**src/rtl/rbcp_axil_pkg.sv**
```systemverilog
// Shared types and helpers for the RBCP to AXI4-Lite bridge: FSM states,
// AXI response codes, byte-lane selection and saturating counter helpers.
package rbcp_axil_pkg;

  typedef enum logic [2:0] {
    ST_IDLE  = 3'd0,
    ST_WADDR = 3'd1,
    ST_WRESP = 3'd2,
    ST_RADDR = 3'd3,
    ST_RDATA = 3'd4,
    ST_ACK   = 3'd5
  } state_e;

  localparam logic [1:0] RESP_OKAY   = 2'b00;
  localparam logic [1:0] RESP_EXOKAY = 2'b01;
  localparam logic [1:0] RESP_SLVERR = 2'b10;
  localparam logic [1:0] RESP_DECERR = 2'b11;

  // Byte lane k addressed by the RBCP offset within one AXI beat.
  function automatic logic [2:0] lane_k(input logic [2:0] addr_lsbs, input int nb,
                                        input bit big_endian);
    logic [2:0] last;
    last = 3'(nb - 1);
    if (big_endian) begin
      lane_k = last - addr_lsbs;
    end else begin
      lane_k = addr_lsbs;
    end
  endfunction

  function automatic logic [7:0] sat_inc8(input logic [7:0] v);
    if (v == 8'hFF) begin
      sat_inc8 = v;
    end else begin
      sat_inc8 = v + 8'd1;
    end
  endfunction

endpackage

```
**src/rtl/rbcp_lane_mux.sv**
```systemverilog
// Maps one RBCP byte onto an AXI beat: write strobe and replicated write data
// for the selected lane, and extraction of that same lane from read data.
module rbcp_lane_mux
  import rbcp_axil_pkg::*;
#(
  parameter int DATA_W     = 32,
  parameter int BIG_ENDIAN = 1,
  localparam int NB        = DATA_W / 8,
  localparam int LW        = $clog2(NB)
) (
  input  logic [LW-1:0]     lane,
  input  logic [7:0]        wd,
  input  logic [DATA_W-1:0] rdata,
  output logic [NB-1:0]     wstrb,
  output logic [DATA_W-1:0] wdata,
  output logic [7:0]        rd_byte
);

  logic [2:0] k_s;

  assign k_s   = lane_k(3'(lane), NB, BIG_ENDIAN != 0);
  assign wdata = {NB{wd}};

  // one-hot strobe and read byte select share the same lane index
  always_comb begin
    wstrb   = {NB{1'b0}};
    rd_byte = 8'd0;
    for (int i = 0; i < NB; i++) begin
      if (i == int'(k_s)) begin
        wstrb[i] = 1'b1;
        rd_byte  = rdata[8*i +: 8];
      end else begin
        wstrb[i] = 1'b0;
      end
    end
  end

endmodule

```
**src/rtl/rbcp_axil_bridge.sv**
```systemverilog
// SiTCP RBCP byte bus to AXI4-Lite master, one transaction in flight, with
// response checking, a response timeout and discard of late responses.
module rbcp_axil_bridge
  import rbcp_axil_pkg::*;
#(
  parameter int DATA_W      = 32,
  parameter int BIG_ENDIAN  = 1,
  parameter int TIMEOUT_CYC = 1023,
  parameter int ACK_ON_ERR  = 0,
  localparam int NB         = DATA_W / 8,
  localparam int LW         = $clog2(NB)
) (
  input  logic              clk,
  input  logic              rst,
  input  logic              rbcp_act,
  input  logic [31:0]       rbcp_addr,
  input  logic [7:0]        rbcp_wd,
  input  logic              rbcp_we,
  input  logic              rbcp_re,
  output logic              rbcp_ack,
  output logic [7:0]        rbcp_rd,
  output logic [31:0]       m_axi_awaddr,
  output logic [2:0]        m_axi_awprot,
  output logic              m_axi_awvalid,
  input  logic              m_axi_awready,
  output logic [DATA_W-1:0] m_axi_wdata,
  output logic [NB-1:0]     m_axi_wstrb,
  output logic              m_axi_wvalid,
  input  logic              m_axi_wready,
  input  logic [1:0]        m_axi_bresp,
  input  logic              m_axi_bvalid,
  output logic              m_axi_bready,
  output logic [31:0]       m_axi_araddr,
  output logic [2:0]        m_axi_arprot,
  output logic              m_axi_arvalid,
  input  logic              m_axi_arready,
  input  logic [DATA_W-1:0] m_axi_rdata,
  input  logic [1:0]        m_axi_rresp,
  input  logic              m_axi_rvalid,
  output logic              m_axi_rready,
  output logic [7:0]        err_cnt,
  output logic              busy
);

  localparam logic [15:0] TMO_LIM = 16'(TIMEOUT_CYC);

  state_e            st_q;
  logic [31:0]       addr_q;
  logic [DATA_W-1:0] wdata_q;
  logic [NB-1:0]     wstrb_q;
  logic [7:0]        rd_q;
  logic              awvalid_q, wvalid_q, arvalid_q, bready_q, rready_q, ack_q;
  logic [7:0]        err_q;
  logic [15:0]       tmo_q;
  logic [7:0]        stale_b_q, stale_r_q;

  logic [LW-1:0]     lane_s;
  logic [NB-1:0]     mux_wstrb_s;
  logic [DATA_W-1:0] mux_wdata_s;
  logic [7:0]        mux_rd_s;
  logic              tmo_hit_s;
  logic              unused_s;

  // In IDLE the strobe is latched from the live address, afterwards from the latch
  assign lane_s    = (st_q == ST_IDLE) ? rbcp_addr[LW-1:0] : addr_q[LW-1:0];
  assign tmo_hit_s = (tmo_q == TMO_LIM);
  assign unused_s  = rbcp_act;

  rbcp_lane_mux #(
    .DATA_W    (DATA_W),
    .BIG_ENDIAN(BIG_ENDIAN)
  ) u_lane_mux (
    .lane   (lane_s),
    .wd     (rbcp_wd),
    .rdata  (m_axi_rdata),
    .wstrb  (mux_wstrb_s),
    .wdata  (mux_wdata_s),
    .rd_byte(mux_rd_s)
  );

  // response timer: zero in IDLE, counts and holds at the limit elsewhere
  always_ff @(posedge clk) begin
    if (rst) begin
      tmo_q <= 16'd0;
    end else if (st_q == ST_IDLE) begin
      tmo_q <= 16'd0;
    end else if (!tmo_hit_s) begin
      tmo_q <= tmo_q + 16'd1;
    end else begin
      tmo_q <= tmo_q;
    end
  end

  // transaction sequencer; stale_* count abandoned responses still owed by the slave
  always_ff @(posedge clk) begin
    if (rst) begin
      st_q      <= ST_IDLE;
      addr_q    <= 32'd0;
      wdata_q   <= {DATA_W{1'b0}};
      wstrb_q   <= {NB{1'b0}};
      rd_q      <= 8'd0;
      awvalid_q <= 1'b0;
      wvalid_q  <= 1'b0;
      arvalid_q <= 1'b0;
      bready_q  <= 1'b1;
      rready_q  <= 1'b1;
      ack_q     <= 1'b0;
      err_q     <= 8'd0;
      stale_b_q <= 8'd0;
      stale_r_q <= 8'd0;
    end else begin
      ack_q <= 1'b0;
      case (st_q)
        ST_IDLE: begin
          if (m_axi_bvalid && stale_b_q != 8'd0) stale_b_q <= stale_b_q - 8'd1;
          if (m_axi_rvalid && stale_r_q != 8'd0) stale_r_q <= stale_r_q - 8'd1;
          if (rbcp_we) begin
            addr_q    <= rbcp_addr;
            wdata_q   <= mux_wdata_s;
            wstrb_q   <= mux_wstrb_s;
            awvalid_q <= 1'b1;
            wvalid_q  <= 1'b1;
            bready_q  <= 1'b0;
            rready_q  <= 1'b0;
            st_q      <= ST_WADDR;
          end else if (rbcp_re) begin
            addr_q    <= rbcp_addr;
            arvalid_q <= 1'b1;
            bready_q  <= 1'b0;
            rready_q  <= 1'b0;
            st_q      <= ST_RADDR;
          end
        end
        ST_WADDR: begin
          if (awvalid_q && m_axi_awready) awvalid_q <= 1'b0;
          if (wvalid_q && m_axi_wready) wvalid_q <= 1'b0;
          if ((!awvalid_q || m_axi_awready) && (!wvalid_q || m_axi_wready)) begin
            bready_q <= 1'b1;
            st_q     <= ST_WRESP;
          end
        end
        ST_WRESP: begin
          if (m_axi_bvalid && stale_b_q != 8'd0) begin
            stale_b_q <= stale_b_q - 8'd1;
          end else if (m_axi_bvalid) begin
            ack_q    <= (m_axi_bresp == RESP_OKAY) || (ACK_ON_ERR != 0);
            if (m_axi_bresp != RESP_OKAY) err_q <= sat_inc8(err_q);
            bready_q <= 1'b0;
            st_q     <= ST_ACK;
          end else if (tmo_hit_s) begin
            err_q     <= sat_inc8(err_q);
            stale_b_q <= sat_inc8(stale_b_q);
            rready_q  <= 1'b1;
            st_q      <= ST_IDLE;
          end
        end
        ST_RADDR: begin
          if (m_axi_arready) begin
            arvalid_q <= 1'b0;
            rready_q  <= 1'b1;
            st_q      <= ST_RDATA;
          end
        end
        ST_RDATA: begin
          if (m_axi_rvalid && stale_r_q != 8'd0) begin
            stale_r_q <= stale_r_q - 8'd1;
          end else if (m_axi_rvalid) begin
            ack_q    <= (m_axi_rresp == RESP_OKAY) || (ACK_ON_ERR != 0);
            rd_q     <= (m_axi_rresp == RESP_OKAY) ? mux_rd_s : 8'h00;
            if (m_axi_rresp != RESP_OKAY) err_q <= sat_inc8(err_q);
            rready_q <= 1'b0;
            st_q     <= ST_ACK;
          end else if (tmo_hit_s) begin
            err_q     <= sat_inc8(err_q);
            stale_r_q <= sat_inc8(stale_r_q);
            bready_q  <= 1'b1;
            st_q      <= ST_IDLE;
          end
        end
        ST_ACK: begin
          bready_q <= 1'b1;
          rready_q <= 1'b1;
          st_q     <= ST_IDLE;
        end
        default: begin
          awvalid_q <= 1'b0;
          wvalid_q  <= 1'b0;
          arvalid_q <= 1'b0;
          bready_q  <= 1'b1;
          rready_q  <= 1'b1;
          st_q      <= ST_IDLE;
        end
      endcase
    end
  end

  assign rbcp_ack      = ack_q;
  assign rbcp_rd       = rd_q;
  assign m_axi_awaddr  = {addr_q[31:LW], {LW{1'b0}}};
  assign m_axi_araddr  = {addr_q[31:LW], {LW{1'b0}}};
  assign m_axi_awprot  = 3'b000;
  assign m_axi_arprot  = 3'b000;
  assign m_axi_awvalid = awvalid_q;
  assign m_axi_wvalid  = wvalid_q;
  assign m_axi_wdata   = wdata_q;
  assign m_axi_wstrb   = wstrb_q;
  assign m_axi_bready  = bready_q;
  assign m_axi_arvalid = arvalid_q;
  assign m_axi_rready  = rready_q;
  assign err_cnt       = err_q;
  assign busy          = (st_q != ST_IDLE);

endmodule
```
**config.mk**
```make
export PLATFORM = sky130hd
export DESIGN_NAME = rbcp_axil_bridge
export DESIGN_NICKNAME = d
export VERILOG_FILES = /design/src/rtl/rbcp_axil_pkg.sv /design/src/rtl/rbcp_lane_mux.sv /design/src/rtl/rbcp_axil_bridge.sv
export SDC_FILE = /design/constraint.sdc
export NUM_CORES = 1
export LEC_CHECK = 0
export BUFFER_PORTS_ARGS = -buffer_cell sky130_fd_sc_hd__buf_2
export CORE_UTILIZATION = 50
export DETAILED_ROUTE_END_ITERATION = 8
export GPL_TIMING_DRIVEN = 1
export PLACE_DENSITY = 0.9
export SKIP_CTS_REPAIR_TIMING = 1
export SLEW_MARGIN = 40
export SYNTH_ARGS = -nofsm -noshare
export SYNTH_HDL_FRONTEND = slang
export SYNTH_SLANG_ARGS = --single-unit
```
**constraint.sdc**
```tcl
create_clock -name clk -period 7.2 [get_ports clk]
set_input_delay 1.44 -clock clk [delete_from_list [all_inputs] [get_ports clk]]
set_output_delay 1.44 -clock clk [all_outputs]
set_load 0.01 [all_outputs]
```
Word level (Yosys, flattened, before mapping)
Index checks and enable logic that the tools add are counted.
- $add $sub $neg: 7
- equality and inequality tests: 38
- mux-type cells: 72
- bitwise logic cells: 5
- reductions and logical operators: 37
- operators with widths (cell ; number):
    $mux 8 ; 23
    $mux 32 ; 2
    $pmux 8 s2 ; 3
    $ne 2x2->1 const B ; 15
    $mux 1 ; 27
    $mux 3 ; 9
    $ne 3x3->1 const B ; 9
    $add 8x1->8 const B ; 3
    $eq 8x8->1 const B ; 3
    $reduce_and 5->1 ; 4
    $add 16x1->16 const B ; 1
    $eq 16x10->1 const B ; 1
    $reduce_and 8->1 ; 2
    $reduce_bool 8->1 ; 2
    $sub 8x1->8 const B ; 2
    $pmux 3 s5 ; 1
    $reduce_bool 2->1 ; 6
    $pmux 1 s5 ; 2
    $pmux 1 s3 ; 3
    $reduce_and 3->1 ; 3
    $reduce_or 4->1 ; 2
    $eq 3x2->1 const B ; 2
    $eq 3x3->1 const A ; 2
    $eq 3x3->1 const B ; 2
    16 further kinds ; 30
- flip-flop bits (word level): 125
- input port bits: 86

Depth between registers and ports, before layout
- depth in word-level cells: 9
- depth in mapped cells: 8

Hierarchy
A second synthesis with hierarchy kept.
- cells, all modules: 820
- area total of the unflattened synthesis: 6530.0 um^2
- modules (own cells, without submodules) (module ; instances ; cells each ; area each (um^2) ; sequential area each (um^2)):
    rbcp_axil_bridge ; 1 ; 774 ; 6062.1 ; 2502.4
    rbcp_lane_mux ; 1 ; 46 ; 467.9 ; 0.0

Worst setup path after synthesis
No wires, ideal clock.
- path kind: input -> register
- from: in m_axi_rvalid
- to: reg err_q[3] (netlist: err_cnt[3])
- library setup time: 121 ps
- arrival time: 3031 ps
- slack: 4048 ps
- stages: 5
- path through: nor4bb_1 -> a21oi_1 -> a211o_1 -> or3_1 -> mux2_4
- cells in the longest elaborated chain, start to end: 3
- elaborated cells on any way between the ends: 7
- classes of those cells: eq/ne (2); mux (3); reduce/logical (2)
- ends and longest elaborated chain (item ; RTL line ; text):
    start, declared ; rbcp_axil_bridge.sv:39 ; input logic m_axi_rvalid,
    $mux 8 or $logic_and 1x1->1 (tied branches) ; rbcp_axil_bridge.sv:167, rbcp_axil_bridge.sv:165 ;
    $mux 8 or $ne 2x2->1 (tied branches) ; - ;
    $pmux 8 s2 or $reduce_and 5->1 (tied branches) ; - ;
    end signal, assigned ; rbcp_axil_bridge.sv:147 ; if (m_axi_bresp != RESP_OKAY) err_q <= sat_inc8(err_q);
    end signal, assigned ; rbcp_axil_bridge.sv:170 ; if (m_axi_rresp != RESP_OKAY) err_q <= sat_inc8(err_q);
    end signal, assigned ; rbcp_axil_bridge.sv:174 ; err_q <= sat_inc8(err_q);
    end, declared ; rbcp_axil_bridge.sv:53 ; logic [7:0] err_q;
Parallel ways exist; a longest one is shown, timed or not. The select of a mux whose other input is x is not followed.
A chain may end at the register's enable or synchronous reset.

Worst setup path in the final report
- from: reg st_q[2]
- to: out busy
- cells in the longest elaborated chain, start to end: 1
- ends and longest elaborated chain (item ; RTL line ; text):
    start, declared ; rbcp_axil_bridge.sv:47 ; state_e st_q;
    start signal, assigned ; rbcp_axil_bridge.sv:97 ; st_q <= ST_IDLE;
    start signal, assigned ; rbcp_axil_bridge.sv:125 ; st_q <= ST_WADDR;
    start signal, assigned ; rbcp_axil_bridge.sv:131 ; st_q <= ST_RADDR;
    $reduce_bool 3->1 ; rbcp_axil_bridge.sv:211 ; assign busy = (st_q != ST_IDLE);
    end, declared ; rbcp_axil_bridge.sv:42 ; output logic busy
No other way between the ends.

==> impl_metrics.prom <==
# TYPE chip_impl_metric gauge
chip_impl_metric{name="final_max_slew_viol_count",unit=""} 0
chip_impl_metric{name="max-cap-violations",unit=""} 0
chip_impl_metric{name="endpoint_arrival_time_on_the_critical_path",unit="ns"} 2.00
chip_impl_metric{name="final-hold-violation-count",unit=""} 0
chip_impl_metric{name="p_leak",unit="nW"} 2.995
chip_impl_metric{name="tns",unit="ns"} 0
chip_impl_metric{name="critPathRequiredTime",unit="ns"} 5.76
chip_impl_metric{name="first_global_vias",unit=""} 4551
chip_impl_metric{name="clk-insertion-delay-late",unit="ns"} 0.35
chip_impl_metric{name="maximum_achievable_frequency",unit="MHz"} 290.8
chip_impl_metric{name="area_growth_syn_to_layout",unit="%"} 12.34
chip_impl_info{name="grt_setup_unrepaired",value="false"} 1
chip_impl_info{name="timing.critical_path.cells",value="nor3_2, inv_1, buf_2"} 1
chip_impl_metric{name="cts_num_sinks",unit=""} 101
chip_impl_metric{name="ctsHtreeMaxLevel",unit=""} 3
chip_impl_metric{name="routed_wl",unit="mm"} 14.21
chip_impl_metric{name="holdWs",unit="ns"} 0.4492
chip_impl_info{name="synthFlopType",value="sky130_fd_sc_hd__dfxtp_1"} 1
chip_impl_metric{name="p_switching",unit="mW"} 0.9247
chip_impl_info{name="timing.critical_path.slowest_stage_cell",value="sky130_fd_sc_hd__nor3_2"} 1
chip_impl_metric{name="setup_viol",unit=""} 0
chip_impl_metric{name="synth_enable_flop_cells",unit=""} 0
chip_impl_metric{name="fillCellCount",unit=""} 993
chip_impl_metric{name="timing_worst_slew_pin_value",unit="ns"} 0.8097
chip_impl_metric{name="viasPerCell",unit=""} 5.512
chip_impl_metric{name="async_reset_ff_share",unit="%"} 0
chip_impl_metric{name="nNetsFinal",unit=""} 921
chip_impl_metric{name="post-route-period-util",unit="%"} 47.76
chip_impl_metric{name="worst_ir_drop_vdd",unit="mV"} 0.1954
chip_impl_metric{name="fin_crit",unit="ns"} 3.439
chip_impl_info{name="worst_setup_path_end_kind",value="output port"} 1
chip_impl_metric{name="yosysUniqueCellTypes",unit=""} 62
chip_impl_metric{name="ant_nets",unit=""} 0
chip_impl_metric{name="layout.cell_area.non_filler",unit="mm2"} 0.006525
chip_impl_metric{name="die_height",unit="um"} 109.8
chip_impl_metric{name="switching_share",unit="%"} 40.94
chip_impl_metric{name="power.sequential.fraction",unit="%"} 35.5
chip_impl_metric{name="synth.avg_cell_area",unit="um2"} 7.978
chip_impl_metric{name="cts.path.max_buffers",unit=""} 2
chip_impl_metric{name="syn-cell-area",unit="mm2"} 0.005808
chip_impl_metric{name="post_dp_cell_area",unit="mm2"} 0.006236
chip_impl_metric{name="drt_drc_violations_left",unit=""} 0
chip_impl_metric{name="drive_above_1_share",unit="%"} 31.13
chip_impl_metric{name="grt_antenna_before_repair",unit=""} 1
chip_impl_metric{name="grt_max_degree",unit=""} 95
chip_impl_metric{name="cpPeakStageDelay",unit="ns"} 0.71
chip_impl_metric{name="grt.overflow.total",unit=""} 0
chip_impl_info{name="hold_path_class",value="register to register"} 1
chip_impl_metric{name="gpl.final_weighted_congestion",unit=""} 0.9114
chip_impl_metric{name="vias",unit=""} 5363
chip_impl_metric{name="path_clk_slew",unit="ns"} 0.07
chip_impl_metric{name="cellPowerDensity",unit="mW/mm2"} 346.1
chip_impl_metric{name="cts-buffers-inserted",unit=""} 9
chip_impl_metric{name="power.combinational.fraction",unit="%"} 43.8
chip_impl_metric{name="drtIter0Drc",unit=""} 456
chip_impl_metric{name="maxSlewHeadroom",unit="%"} 45.52
chip_impl_metric{name="coreArea",unit="mm2"} 0.01108
chip_impl_metric{name="ios",unit=""} 215
chip_impl_metric{name="dr.pass1.iters",unit=""} 5
chip_impl_metric{name="hpwl",unit="mm"} 10.36
chip_impl_metric{name="floorplan.die.width",unit="um"} 109.8
chip_impl_metric{name="post_route_total_power",unit="mW"} 2.259
chip_impl_metric{name="yosys_register_bits",unit=""} 101
chip_impl_metric{name="power.clock.fraction",unit="%"} 20.7
chip_impl_metric{name="synth.yosys.seq_area_share",unit="%"} 34.81
chip_impl_metric{name="placement.io_buffers",unit=""} 203
chip_impl_metric{name="start_util",unit="%"} 52.43
chip_impl_info{name="tritoncts",value="built"} 1
chip_impl_metric{name="internal-power",unit="mW"} 1.334
chip_impl_info{name="run_status",value="completed"} 1
chip_impl_info{name="path_class",value="register to output port"} 1
chip_impl_metric{name="grt_pass1_wl",unit="mm"} 21.76
chip_impl_metric{name="wl_per_cell",unit="um"} 14.61
chip_impl_info{name="critPathLaunchType",value="register"} 1
chip_impl_info{name="root_buffer",value="sky130_fd_sc_hd__clkbuf_16"} 1
chip_impl_metric{name="num_rows",unit=""} 38
chip_impl_metric{name="track_usage",unit="%"} 22.90
chip_impl_metric{name="die-area",unit="mm2"} 0.01205
chip_impl_metric{name="worst-path-max-fanout",unit=""} 19
chip_impl_metric{name="yosys_warnings",unit=""} 0
chip_impl_metric{name="fin_skew",unit="ns"} 0.01188
chip_impl_metric{name="final_util",unit="%"} 58.90
chip_impl_metric{name="syn_inst",unit=""} 728
## Yosys cell counts, drive strengths merged (2+ instances only)
library cell	instances	share of area, %
a221oi	2	0.30
mux2i	20	3.4
and3	10	1.1
o2111ai	3	0.45
buf	100	13
dfxtp	101	35
o22a	2	0.30
inv	12	0.78
or2	2	0.22
nand3	16	1.4
ha	8	1.7
nand2	108	7.0
nor4	7	0.75
nand4	16	1.7
a211oi	10	1.3
nand2b	4	0.43
xnor2	9	1.4
nor4b	2	0.41
and4	5	0.75
nor2b	15	1.6
clkbuf	29	1.9
nor3b	5	0.65
o31ai	2	0.26
or4	5	0.71
nor4bb	2	0.34
a21oi	71	6.1
xor2	3	0.45
a2bb2oi	6	0.90
or3b	6	0.95
o21ai	21	1.8
nor2	51	3.3
mux2	14	2.8
nor3	20	1.8
o21a	3	0.39
a31oi	10	1.1
a22oi	3	0.47
or3	7	0.75
or4b	3	0.52
a31o	2	0.30
## layout make-up
class	count	area (um2)	share of cell area (%)
multi-input combinational	495	2942	45.08
sequential	101	2022	30.99
timing repair buffer	208	1057	16.20
clock buffer	10	229.0	3.509
tap	140	175.2	2.685
clock inverter	6	52.55	0.8054
inverter	12	45.04	0.6903
antenna	1	2.502	0.03835
## critical path, delay by kind of cell, from the launching register on
family	cells	cell delay (ns)
buffers and inverters	2	0.42
flip-flops	1	0.52
AND/OR/NAND/NOR	1	0.71
## logic make-up (layout without fill, tap and decap cells)
family	count (synthesis)	in the layout	share of synthesized area, %
flops	101	101	34.81
buf+inv	141	236	15.38
compound gates	142	142	14.84
mux	34	34	6.226
xor+xnor	12	12	1.810
fa+ha+maj	8	8	1.723
other cells	1	11	0.06457
simple gates	289	289	25.14
## metrics by stage
stage	cells	worst slack [ns]
global route	973	3.641
CTS	972	3.797
detailed placement	956	3.886
finish	973	3.761
global placement	956	3.879
floorplan	737	4.048
## sequential cells by signal, indices dropped and copies added, names as in the netlist
register and count:
addr_q 32, err_cnt 8, m_axi_arvalid 1, m_axi_awvalid 1, m_axi_bready 1, m_axi_rready 1, m_axi_wdata 8, m_axi_wstrb 4
m_axi_wvalid 1, rbcp_ack 1, rbcp_rd 8, st_q 3, stale_b_q 8, stale_r_q 8, tmo_q 16
## layer usage
layer	share of wire [%]	GRT usage [%]	vias to the layer above
met3	4.4	4.327	33
met4	2.6	8.857	0
met2	52	41.07	189
met5	0	0	-
met1	41	26.74	2497
li1	-	-	2644
## cell usage in the layout (no fill, tap or decap), types with 3 or more instances in the layout
master                      synthesis  layout
sky130_fd_sc_hd__nor2b_1           15      15
sky130_fd_sc_hd__nand2_1          108     108
sky130_fd_sc_hd__or4_1              4       4
sky130_fd_sc_hd__buf_4             94       4
sky130_fd_sc_hd__ha_1               8       8
sky130_fd_sc_hd__a21oi_1           71      71
sky130_fd_sc_hd__xor2_1             3       3
sky130_fd_sc_hd__or3_1              7       7
sky130_fd_sc_hd__clkbuf_16          0       9
sky130_fd_sc_hd__o21a_1             3       3
sky130_fd_sc_hd__conb_1             1      10
sky130_fd_sc_hd__nor3b_1            5       4
sky130_fd_sc_hd__o2111ai_1          3       3
sky130_fd_sc_hd__a211oi_1          10      10
sky130_fd_sc_hd__or4b_2             3       3
sky130_fd_sc_hd__o21ai_0           20      20
sky130_fd_sc_hd__buf_2              3     203
sky130_fd_sc_hd__dfxtp_1          101     101
sky130_fd_sc_hd__nor2_1            51      50
sky130_fd_sc_hd__inv_1             12      12
sky130_fd_sc_hd__a2bb2oi_1          6       6
sky130_fd_sc_hd__and3_1            10      10
sky130_fd_sc_hd__mux2_2            13      13
sky130_fd_sc_hd__mux2i_1           20      19
sky130_fd_sc_hd__nand3_1           16      16
sky130_fd_sc_hd__a31oi_1           10      10
sky130_fd_sc_hd__nand2b_1           4       4
sky130_fd_sc_hd__xnor2_1            9       9
sky130_fd_sc_hd__and4_1             5       5
sky130_fd_sc_hd__or3b_2             5       5
sky130_fd_sc_hd__nor3_1            19      19
sky130_fd_sc_hd__nand4_1           16      16
sky130_fd_sc_hd__nor4_1             7       7
## power groups by stage
stage	Combinational [mW]	Sequential, mW	Clock [mW]
3_3_place_gp	0.966	0.804	0
2_1_floorplan	0.870	0.764	0
5_1_grt	1.10	0.822	0.498
3_5_place_dp	0.984	0.810	0
6_report	0.989	0.801	0.469
4_1_cts	0.989	0.798	0.473
## path summary, 6_finish.rpt
check	start	end	slack, ns	depth (start not counted)
worst max register to register	stale_r_q[0]$_SDFFE_PP0P_	rbcp_rd[7]$_SDFFE_PP0P_	4.50	6
worst min register to register	m_axi_wstrb[3]$_SDFFE_PP0P_	m_axi_wstrb[3]$_SDFFE_PP0P_	0.45	2
worst max-delay path	st_q[2]$_SDFFE_PP0P_	busy	3.76	3
worst min-delay path	m_axi_wstrb[3]$_SDFFE_PP0P_	m_axi_wstrb[3]$_SDFFE_PP0P_	0.45	2
(Power assumes the default switching activity.)
